$ cat src/rtl/mul_add_sequencer_pkg.sv
// Shared types and constants for the shift-and-add multiply sequencer.
package mul_add_sequencer_pkg;

  typedef enum logic [1:0] {
    IDLE = 2'd0,
    RUN  = 2'd1,
    DONE = 2'd2
  } mul_seq_state_e;

  localparam int MUL_WIDTH = 64;
  localparam int MUL_CNT_W = 7;

endpackage

$ cat src/rtl/mul_add_sequencer_datapath.sv
// Accumulator, shifting multiplicand/multiplier and iteration counter for the MUL sequencer.
// MUL_ADD_SEQ_EARLY_TERM_EN: raise term_o once the remaining multiplier bits are all zero.
module mul_seq_datapath
  import mul_add_sequencer_pkg::*;
#(
  parameter int WIDTH = MUL_WIDTH,
  parameter int CNT_W = MUL_CNT_W
) (
  input  logic             clk_i,
  input  logic             reset_i,
  input  logic             load_i,
  input  logic             step_i,
  input  logic             run_i,
  input  logic [WIDTH-1:0] op_a_i,
  input  logic [WIDTH-1:0] op_b_i,
  input  logic [WIDTH-1:0] add_sum_i,
  output logic [WIDTH-1:0] add_a_o,
  output logic [WIDTH-1:0] add_b_o,
  output logic             last_o,
  output logic             term_o
);

  logic [WIDTH-1:0] acc_q, acc_d;
  logic [WIDTH-1:0] mcand_q, mcand_d;
  logic [WIDTH-1:0] mplier_q, mplier_d;
  logic [CNT_W-1:0] count_q, count_d;

  always_comb begin
    acc_d    = acc_q;
    mcand_d  = mcand_q;
    mplier_d = mplier_q;
    count_d  = count_q;
    if (load_i) begin
      acc_d    = '0;
      mcand_d  = op_a_i;
      mplier_d = op_b_i;
      count_d  = '0;
    end else if (step_i) begin
      acc_d    = add_sum_i;
      mcand_d  = mcand_q << 1;
      mplier_d = mplier_q >> 1;
      count_d  = count_q + CNT_W'(1);
    end
  end

  always_ff @(posedge clk_i) begin
    if (reset_i) begin
      acc_q    <= '0;
      mcand_q  <= '0;
      mplier_q <= '0;
      count_q  <= '0;
    end else begin
      acc_q    <= acc_d;
      mcand_q  <= mcand_d;
      mplier_q <= mplier_d;
      count_q  <= count_d;
    end
  end

  // The shared adder is only driven while iterating; it idles at 0+0 otherwise.
  assign add_a_o = run_i ? acc_q : '0;
  assign add_b_o = (run_i && mplier_q[0]) ? mcand_q : '0;
  assign last_o  = (count_q == CNT_W'(WIDTH - 1));

`ifdef MUL_ADD_SEQ_EARLY_TERM_EN
  assign term_o = (mplier_q == '0);
`else
  assign term_o = 1'b0;
`endif

endmodule

$ cat src/rtl/mul_add_sequencer.sv
// LEGv8 MUL sequencer: low WIDTH bits of op_a*op_b via one external shared adder.
// Optional MUL_ADD_SEQ_EARLY_TERM_EN finishes as soon as the multiplier is exhausted.
module mul_add_sequencer
  import mul_add_sequencer_pkg::*;
#(
  parameter int WIDTH = MUL_WIDTH,
  parameter int CNT_W = MUL_CNT_W
) (
  input  logic             clk,
  input  logic             reset,
  input  logic             start,
  input  logic             abort,
  input  logic [WIDTH-1:0] op_a,
  input  logic [WIDTH-1:0] op_b,
  output logic             busy,
  output logic             done,
  output logic [WIDTH-1:0] product,
  output logic [WIDTH-1:0] add_a,
  output logic [WIDTH-1:0] add_b,
  input  logic [WIDTH-1:0] add_sum
);

  mul_seq_state_e   state_q, state_d;
  logic             load, step, run, last, term;
  logic [WIDTH-1:0] product_q, product_d;

  mul_seq_datapath #(
    .WIDTH(WIDTH),
    .CNT_W(CNT_W)
  ) u_dp (
    .clk_i    (clk),
    .reset_i  (reset),
    .load_i   (load),
    .step_i   (step),
    .run_i    (run),
    .op_a_i   (op_a),
    .op_b_i   (op_b),
    .add_sum_i(add_sum),
    .add_a_o  (add_a),
    .add_b_o  (add_b),
    .last_o   (last),
    .term_o   (term)
  );

  always_ff @(posedge clk) begin
    if (reset) state_q <= IDLE;
    else       state_q <= state_d;
  end

  always_comb begin
    state_d = state_q;
    load    = 1'b0;
    step    = 1'b0;
    unique case (state_q)
      IDLE: begin
        if (start && !abort) begin
          state_d = RUN;
          load    = 1'b1;
        end
      end
      RUN: begin
        if (abort) begin
          state_d = IDLE;
        end else if (term) begin
          state_d = DONE;
        end else begin
          step = 1'b1;
          if (last) state_d = DONE;
        end
      end
      DONE:    state_d = IDLE;
      default: state_d = IDLE;
    endcase
  end

  always_comb begin
    busy = (state_q != IDLE);
    done = (state_q == DONE);
    run  = (state_q == RUN);
  end

  // The final sum lands in acc on the same edge DONE is entered, so capture it from the adder.
  always_comb begin
    product_d = product_q;
    if (state_q == RUN && state_d == DONE) product_d = add_sum;
  end

  always_ff @(posedge clk) begin
    if (reset) product_q <= '0;
    else       product_q <= product_d;
  end

  assign product = product_q;

endmodule

$ cat config.mk
export PLATFORM = sky130hd
export DESIGN_NAME = mul_add_sequencer
export DESIGN_NICKNAME = d
export VERILOG_FILES = /design/src/rtl/mul_add_sequencer_pkg.sv /design/src/rtl/mul_add_sequencer_datapath.sv /design/src/rtl/mul_add_sequencer.sv
export SDC_FILE = /design/constraint.sdc
export NUM_CORES = 1
export LEC_CHECK = 0
export CORE_MARGIN = 2
export CORE_UTILIZATION = 35
export CTS_CLUSTER_SIZE = 24
export DETAILED_ROUTE_END_ITERATION = 7
export GPL_TIMING_DRIVEN = 0
export PLACE_DENSITY = 0.62
export SLEW_MARGIN = 25
export SYNTH_ARGS = -nofsm -noshare
export SYNTH_HDL_FRONTEND = slang
export SYNTH_SLANG_ARGS = --single-unit
$ cat constraint.sdc
create_clock -name clk -period 2 [get_ports clk]
set_clock_uncertainty 0.2 [all_clocks]
set_input_delay 0.4 -clock clk [delete_from_list [all_inputs] [get_ports clk]]
set_output_delay 0.4 -clock clk [all_outputs]
set_load 0.05 [all_outputs]
==> flow_metrics.py, run 1 <==
metrics = {
    "run_status": {
        "status": "complete, but fails checks",
        "failed_checks": "negative setup slack",
    },
    "route": {
        "drt_iter0_drc": 565,
        "vias": 12100,
        "routedWlPerCell_um": 19.2,
        "wl_um": 45100,
        "via_per_inst": 5.14,
        "drc": 0,
        "ant_nets": 0,
        "dr.pass1.iters": 5,
    },
    "power": {
        "power_mw": 13.6,
        "switching_power_mw": 3.36,
        "p_clk_frac": 0.448,
        "ir_drop_uv": 650,
        "power_density_mw_per_mm2": 687,
        "p_leak_nw": 8.22,
        "swShare": 0.247,
        "comb_power_share": 0.138,
        "internal_power_mw": 10.2,
        "p_seq_frac": 0.414,
    },
    "placement": {
        "place.port_buffers": 389,
        "dp_hpwl_um": 31200,
        "dpl_worst_slack_ps": -1500,
        "placed_cells_incl_taps": 2256,
        "routabilityCongestion": 0.870,
        "placed_area_mm2": 0.0159,
    },
    "worst_setup_path": {
        "worstSetupPathType": "flip-flop to output pin",
        "crit_start": "state_q[0]$_SDFF_PP0_",
        "crit_top_cell": "clkbuf_16",
        "critical-path-slowest-cell": "dfxtp_4",
        "critPathRequiredTime_ps": 1400,
        "worst-r2r-setup-slack_ps": -150,
        "crit_chain": "nor2b_4, clkbuf_16, clkbuf_16, and3_4, buf_8",
        "endpoint": "add_b[54]",
        "cp_max_fo": 10,
        "max_stage_delay_ps": 350,
        "reg2regPathDepth": 8,
        "r2r-end": "u_dp.mcand_q[44]$_SDFFE_PP0P_",
        "reg2reg_from": "state_q[0]$_SDFF_PP0_",
        "cp_data_arrival_time_ps": 1890,
        "critPathLaunchType": "flip-flop",
        "crit_path_end_kind": "output pin",
    },
    "sta": {
        "fmax_ghz": 0.402,
        "fin_hold_ws_ps": 210,
        "hold_viol_final": 0,
        "rsz0062_at_grt": "yes",
        "finalCriticalPeriod_ps": 2490,
        "maxSlewHeadroom": 0.588,
        "timing.final.crit_share": 1.24,
        "fin_ws_ps": -490,
        "setup_violations": 315,
        "tightest_slew_ps": 618,
        "fin_tns_setup_ps": -74180,
        "finalMaxSlewViolations": 0,
    },
    "grt": {
        "grt_max_degree": 15,
        "antenna_found_initial": 6,
        "grt_pass1_vias": 11600,
        "grt_util_all_layers": 0.243,
        "grt_overflow_total": 0,
        "grt_pass1_wl_um": 64900,
    },
    "synthesis": {
        "syn_area_per_cell_um2": 7.75,
        "synth_edf_count": 0,
        "ys.flop_type": "dfxtp_1",
        "yosys.area.top_type": "dfxtp_1",
        "syn_nets": 1662,
        "ys_top_cells_by_area": "dfxtp_1 (47%), nand2_1 (17%), a31oi_1 (6.9%)",
        "seq_area_frac_synth": 0.467,
        "synth_seq_cells": 265,
        "synthDistinctLibCells": 34,
        "yosys-top-cells-count": "nand2_1 (516), dfxtp_1 (265), a31oi_1 (126)",
        "synthDominantCellAreaShare": 0.467,
        "post-synth-top-count-cell": "nand2_1",
        "syn_inst": 1465,
        "ys.warnings.count": 0,
        "synthArstFlopShare": 0,
        "syn_area_mm2": 0.0114,
    },
    "floorplan": {
        "num_rows": 65,
        "die_y_um": 184,
        "die_area_mm2": 0.0339,
        "die_w_um": 184,
        "core_mm2": 0.0317,
        "io_pins": 390,
        "start_util": 0.358,
    },
    "clocking": {
        "root_buffer": "clkbuf_16",
        "cts_buffer_depth": 3,
        "cts_tree": "yes",
        "clk_latency_ps": 560,
        "cts_buffers": 30,
        "htreeDepth": 1,
        "clk_pin_slew_ps": 60,
        "cts_sinks": 265,
    },
    "layout": {
        "nets": 2115,
        "drive_gt1_frac": 0.315,
        "stdcell_count": 2348,
        "final_area_mm2": 0.0198,
        "fin_util": 0.624,
        "syn2layout_area_growth_pct": 74.3,
        "fillers": 2712,
    },
    "worst_hold_path": {
        "holdCritStartpoint": "op_a[0]",
        "holdCritPathClass": "primary input to flip-flop",
    },
    "run": {
        "cap_violations": 0,
    },
}
-- cells by family after synthesis --
logic type,count (synthesis),share of synthesized area
muxes,64,0.0564
adders and majority gates,1,0.00110
xor gates and xnor gates,1,0.000771
and+or+nand+nor,666,0.254
AOI/OAI and AO/OA,330,0.160
DFF,265,0.467
buffers and inverters,138,0.0604
-- registers in the layout, summed over array words and instances, names as in the netlist --
signal	flops
product	64
u_dp.mcand_q	64
u_dp.count_q	7
state_q	2
u_dp.acc_q	64
u_dp.mplier_q	64
-- cell usage in the layout, fill, tap and decap left out, types with 4 or more instances in the layout --
cell	synthesis	layout
clkinv_2	0	5
a21oi_2	0	37
o21ai_1	36	35
and3_2	0	22
mux2i_1	64	64
and2_4	0	21
a31oi_2	0	9
dlymetal6s2s_1	0	49
clkdlybuf4s50_1	0	195
buf_12	0	24
clkbuf_8	0	11
a31oi_4	0	18
clkbuf_1	73	20
bufinv_16	0	5
and3_4	0	37
and3_1	64	5
buf_8	0	87
clkbuf_4	0	7
nand2_1	516	515
o21ai_4	0	15
buf_6	9	68
dfxtp_1	265	263
and2_2	0	43
buf_4	14	22
diode_2	0	4
o21ai_0	94	32
o21ai_2	0	48
a31oi_1	126	99
a21oi_1	72	35
buf_2	38	15
clkbuf_2	0	51
clkbuf_16	0	51
-- final cells by class --
| class | instances | area (um2) | area share |
|---|---|---|---|
| antenna | 4 | 10.0 | 0.000506 |
| buffer | 134 | 1290 | 0.0653 |
| clock buffer | 46 | 922 | 0.0466 |
| clock inverter | 10 | 175 | 0.00885 |
| inverter | 2 | 11.3 | 0.000569 |
| multi-input combinational | 1064 | 6600 | 0.334 |
| sequential | 265 | 5310 | 0.268 |
| tap | 402 | 503 | 0.0254 |
| timing repair buffer | 421 | 4960 | 0.251 |
-- worst max-delay path, delay by kind of cell (launching register included) --
kind | cells | cell delay [ps]
buffers and inverters | 3 | 520
and+or+nand+nor | 2 | 460
DFF | 1 | 350
-- power groups by stage --
stage / clock (mW) / combinational [mW] / sequential [mW]
after floorplan: 0 / 0.653 / 5.70
after global placement: 0 / 1.32 / 5.73
after detailed placement: 0 / 1.33 / 5.73
after CTS: 6.20 / 1.42 / 5.62
after global routing: 6.42 / 2.01 / 5.65
final: 6.10 / 1.87 / 5.63
-- timing repair --
action,CTS,global route
gates cloned,4,16
gates resized for setup,1061,577
hold buffers,0,0
endpoints found under the setup margin,435,458
pin swaps,12,12
setup buffers,3,12
-- worst min path at each step --
stage	end	slack (ps)	cells past startpoint
after floorplan	u_dp.acc_q[59]$_SDFFE_PP0P_	230	2
after global placement	u_dp.acc_q[39]$_SDFFE_PP0P_	240	2
final	u_dp.mcand_q[0]$_SDFFE_PP0P_	210	3
after global routing	u_dp.acc_q[57]$_SDFFE_PP0P_	220	3
after detailed placement	u_dp.acc_q[38]$_SDFFE_PP0P_	240	2
after CTS	u_dp.mcand_q[0]$_SDFFE_PP0P_	190	3
-- routing by layer --
| metal | track usage | routed length [um] | share of wire | up-vias |
|---|---|---|---|---|
| li1 | - | - | - | 5877 |
| met1 | 0.284 | 17900 | 0.40 | 5708 |
| met2 | 0.414 | 21600 | 0.48 | 427 |
| met3 | 0.0982 | 4730 | 0.10 | 58 |
| met4 | 0.0637 | 876 | 0.019 | 2 |
| met5 | 0 | 8 | 0.00018 | - |
(Power assumes the default switching activity.)
==> inputs of run 2 (changes only) <==
Settings changed: RECOVER_POWER from default to 50.
==> flow_metrics.py, run 2 (synthesized netlist as in run 1, its figures left out) <==
metrics = {
    "run_status": {
        "status": "complete, but fails checks",
        "failed_checks": "negative setup slack",
    },
    "worst_setup_path": {
        "critPathLaunchType": "flip-flop",
        "crit_chain": "nor2b_4, clkbuf_16, clkbuf_16, and3_4, buf_8",
        "max_stage_delay_ps": 350,
        "cp_max_fo": 10,
        "critPathRequiredTime_ps": 1400,
        "crit_path_end_kind": "output pin",
        "critical-path-slowest-cell": "dfxtp_4",
        "r2r-end": "u_dp.mcand_q[51]$_SDFFE_PP0P_",
        "cp_data_arrival_time_ps": 1890,
        "crit_top_cell": "clkbuf_16",
        "reg2reg_from": "state_q[0]$_SDFF_PP0_",
        "worstSetupPathType": "flip-flop to output pin",
        "worst-r2r-setup-slack_ps": -150,
        "reg2regPathDepth": 8,
    },
    "floorplan": {
        "io_pins": 390,
        "die_y_um": 184,
        "die_area_mm2": 0.0339,
        "start_util": 0.358,
        "core_mm2": 0.0317,
        "num_rows": 65,
        "die_w_um": 184,
    },
    "clocking": {
        "cts_tree": "yes",
        "clk_pin_slew_ps": 60,
        "hold_buffers": 0,
        "htreeDepth": 1,
        "cts_sinks": 265,
        "cts_buffer_depth": 3,
        "clk_latency_ps": 560,
        "root_buffer": "clkbuf_16",
        "cts_buffers": 30,
    },
    "worst_hold_path": {
        "holdCritStartpoint": "op_a[0]",
        "holdPathEnd": "u_dp.mcand_q[0]$_SDFFE_PP0P_",
        "holdPathStages": 3,
        "holdCritPathClass": "primary input to flip-flop",
    },
    "placement": {
        "dp_hpwl_um": 31200,
        "routabilityCongestion": 0.870,
        "place.port_buffers": 389,
        "placed_area_mm2": 0.0159,
    },
    "sta": {
        "hold_viol_final": 0,
        "setup_violations": 379,
        "fmax_ghz": 0.402,
        "rsz0062_at_grt": "yes",
        "fin_ws_ps": -489,
        "maxSlewHeadroom": 0.588,
        "fin_tns_setup_ps": -77340,
        "tightest_slew_ps": 618,
        "finalMaxSlewViolations": 0,
        "timing.final.crit_share": 1.24,
        "finalCriticalPeriod_ps": 2490,
    },
    "power": {
        "p_leak_nw": 8.20,
        "ir_drop_uv": 653,
        "power_density_mw_per_mm2": 687,
    },
    "grt": {
        "grt_util_all_layers": 0.243,
        "grt_pass1_wl_um": 64900,
        "grt_busiest_layer": "met2",
        "grt_overflow_total": 0,
        "gr-usage-met2": 0.414,
        "met3_usage": 0.0982,
        "antenna_found_initial": 6,
        "grt_pass1_vias": 11600,
        "grt_max_degree": 15,
        "met1_usage": 0.284,
    },
    "route": {
        "vias": 12100,
        "via_per_inst": 5.14,
        "drt_iter0_drc": 575,
        "routedWlPerCell_um": 19.2,
        "drc": 0,
        "dr.pass1.iters": 5,
        "wl_um": 45100,
        "ant_nets": 0,
    },
    "run": {
        "cap_violations": 0,
    },
    "layout": {
        "layout_common_cells": "nand2_1 (515), dfxtp_1 (263), clkdlybuf4s50_1 (195)",
        "drive_gt1_frac": 0.314,
        "nets": 2115,
        "fillers": 2713,
        "layout_commonest_cell": "nand2_1",
        "final_area_mm2": 0.0198,
        "syn2layout_area_growth_pct": 74.1,
    },
}
[run 2: cell types whose count changed in the layout (fill, tap and decap cells not counted), sizes merged]
cell and delta:
clkbuf +1, buf -1
[run 2: how the worst max path moves through the flow]
| stage | start | endpoint | cells past startpoint |
|---|---|---|---|
| 6_report | state_q[0]$_SDFF_PP0_ | add_b[54] | 5 |
| 5_1_grt | state_q[0]$_SDFF_PP0_ | add_b[52] | 5 |
| 4_1_cts | state_q[0]$_SDFF_PP0_ | add_b[52] | 5 |
| 3_5_place_dp | state_q[0]$_SDFF_PP0_ | add_b[60] | 5 |
| 3_3_place_gp | state_q[0]$_SDFF_PP0_ | add_b[60] | 5 |
| 2_1_floorplan | state_q[0]$_SDFF_PP0_ | add_b[10] | 4 |
[run 2: layout make-up]
type                       instances  area (um2)  area share
antenna                            4        10.0    0.000506
sequential                       265        5310       0.269
clock inverter                    10         175     0.00886
clock buffer                      46         922      0.0466
buffer                           134        1290      0.0652
inverter                           2        11.3    0.000570
tap                              402         503      0.0254
multi-input combinational       1064        6590       0.333
timing repair buffer             421        4960       0.251
[run 2: worst max-delay path: cells and delay by family (launching register included)]
kind | cells | cell delay (ps)
buffers and inverters | 3 | 520
flip-flops | 1 | 350
AND/OR/NAND/NOR | 2 | 460
[run 2: routing by layer]
layer,vias up,part of all wire
met1,5701,0.40
met5,-,0.00018
li1,5885,-
met2,430,0.48
met4,2,0.019
met3,58,0.11
[run 2: power by group]
part	switching [mW]	total, mW	internal [mW]	leakage [nW]
Clock	2.30	6.09	3.80	0.544
Sequential	0.133	5.63	5.49	2.16
Combinational	0.923	1.87	0.948	5.49
Total	3.35	13.6	10.2	8.20
[run 2: metrics by stage]
stage	instances	total power [mW]	hold slack, ps	util	setup WS (ps)
6_report	2348	13.6	213	0.623	-489
3_5_place_dp	2256	7.06	242	0.501	-1500
5_1_grt	2348	14.1	217	0.623	-526
2_1_floorplan	1465	6.35	231	-	11.2
3_3_place_gp	2256	7.04	237	0.501	-1460
4_1_cts	2319	13.2	185	0.561	-489
[run 2: what timing repair did]
item | in CTS | in global routing
resized for setup | 1061 | 577
pin swaps | 12 | 12
endpoints found under the setup margin | 435 | 458
gates cloned | 4 | 16
buffers inserted | 3 | 12
==> inputs of run 3 (changes only) <==
Settings changed: HOLD_SLACK_MARGIN from default to 0.03.
==> results of run 3 <==
The final DEF is identical to that of run 2; final timing and power are the same.
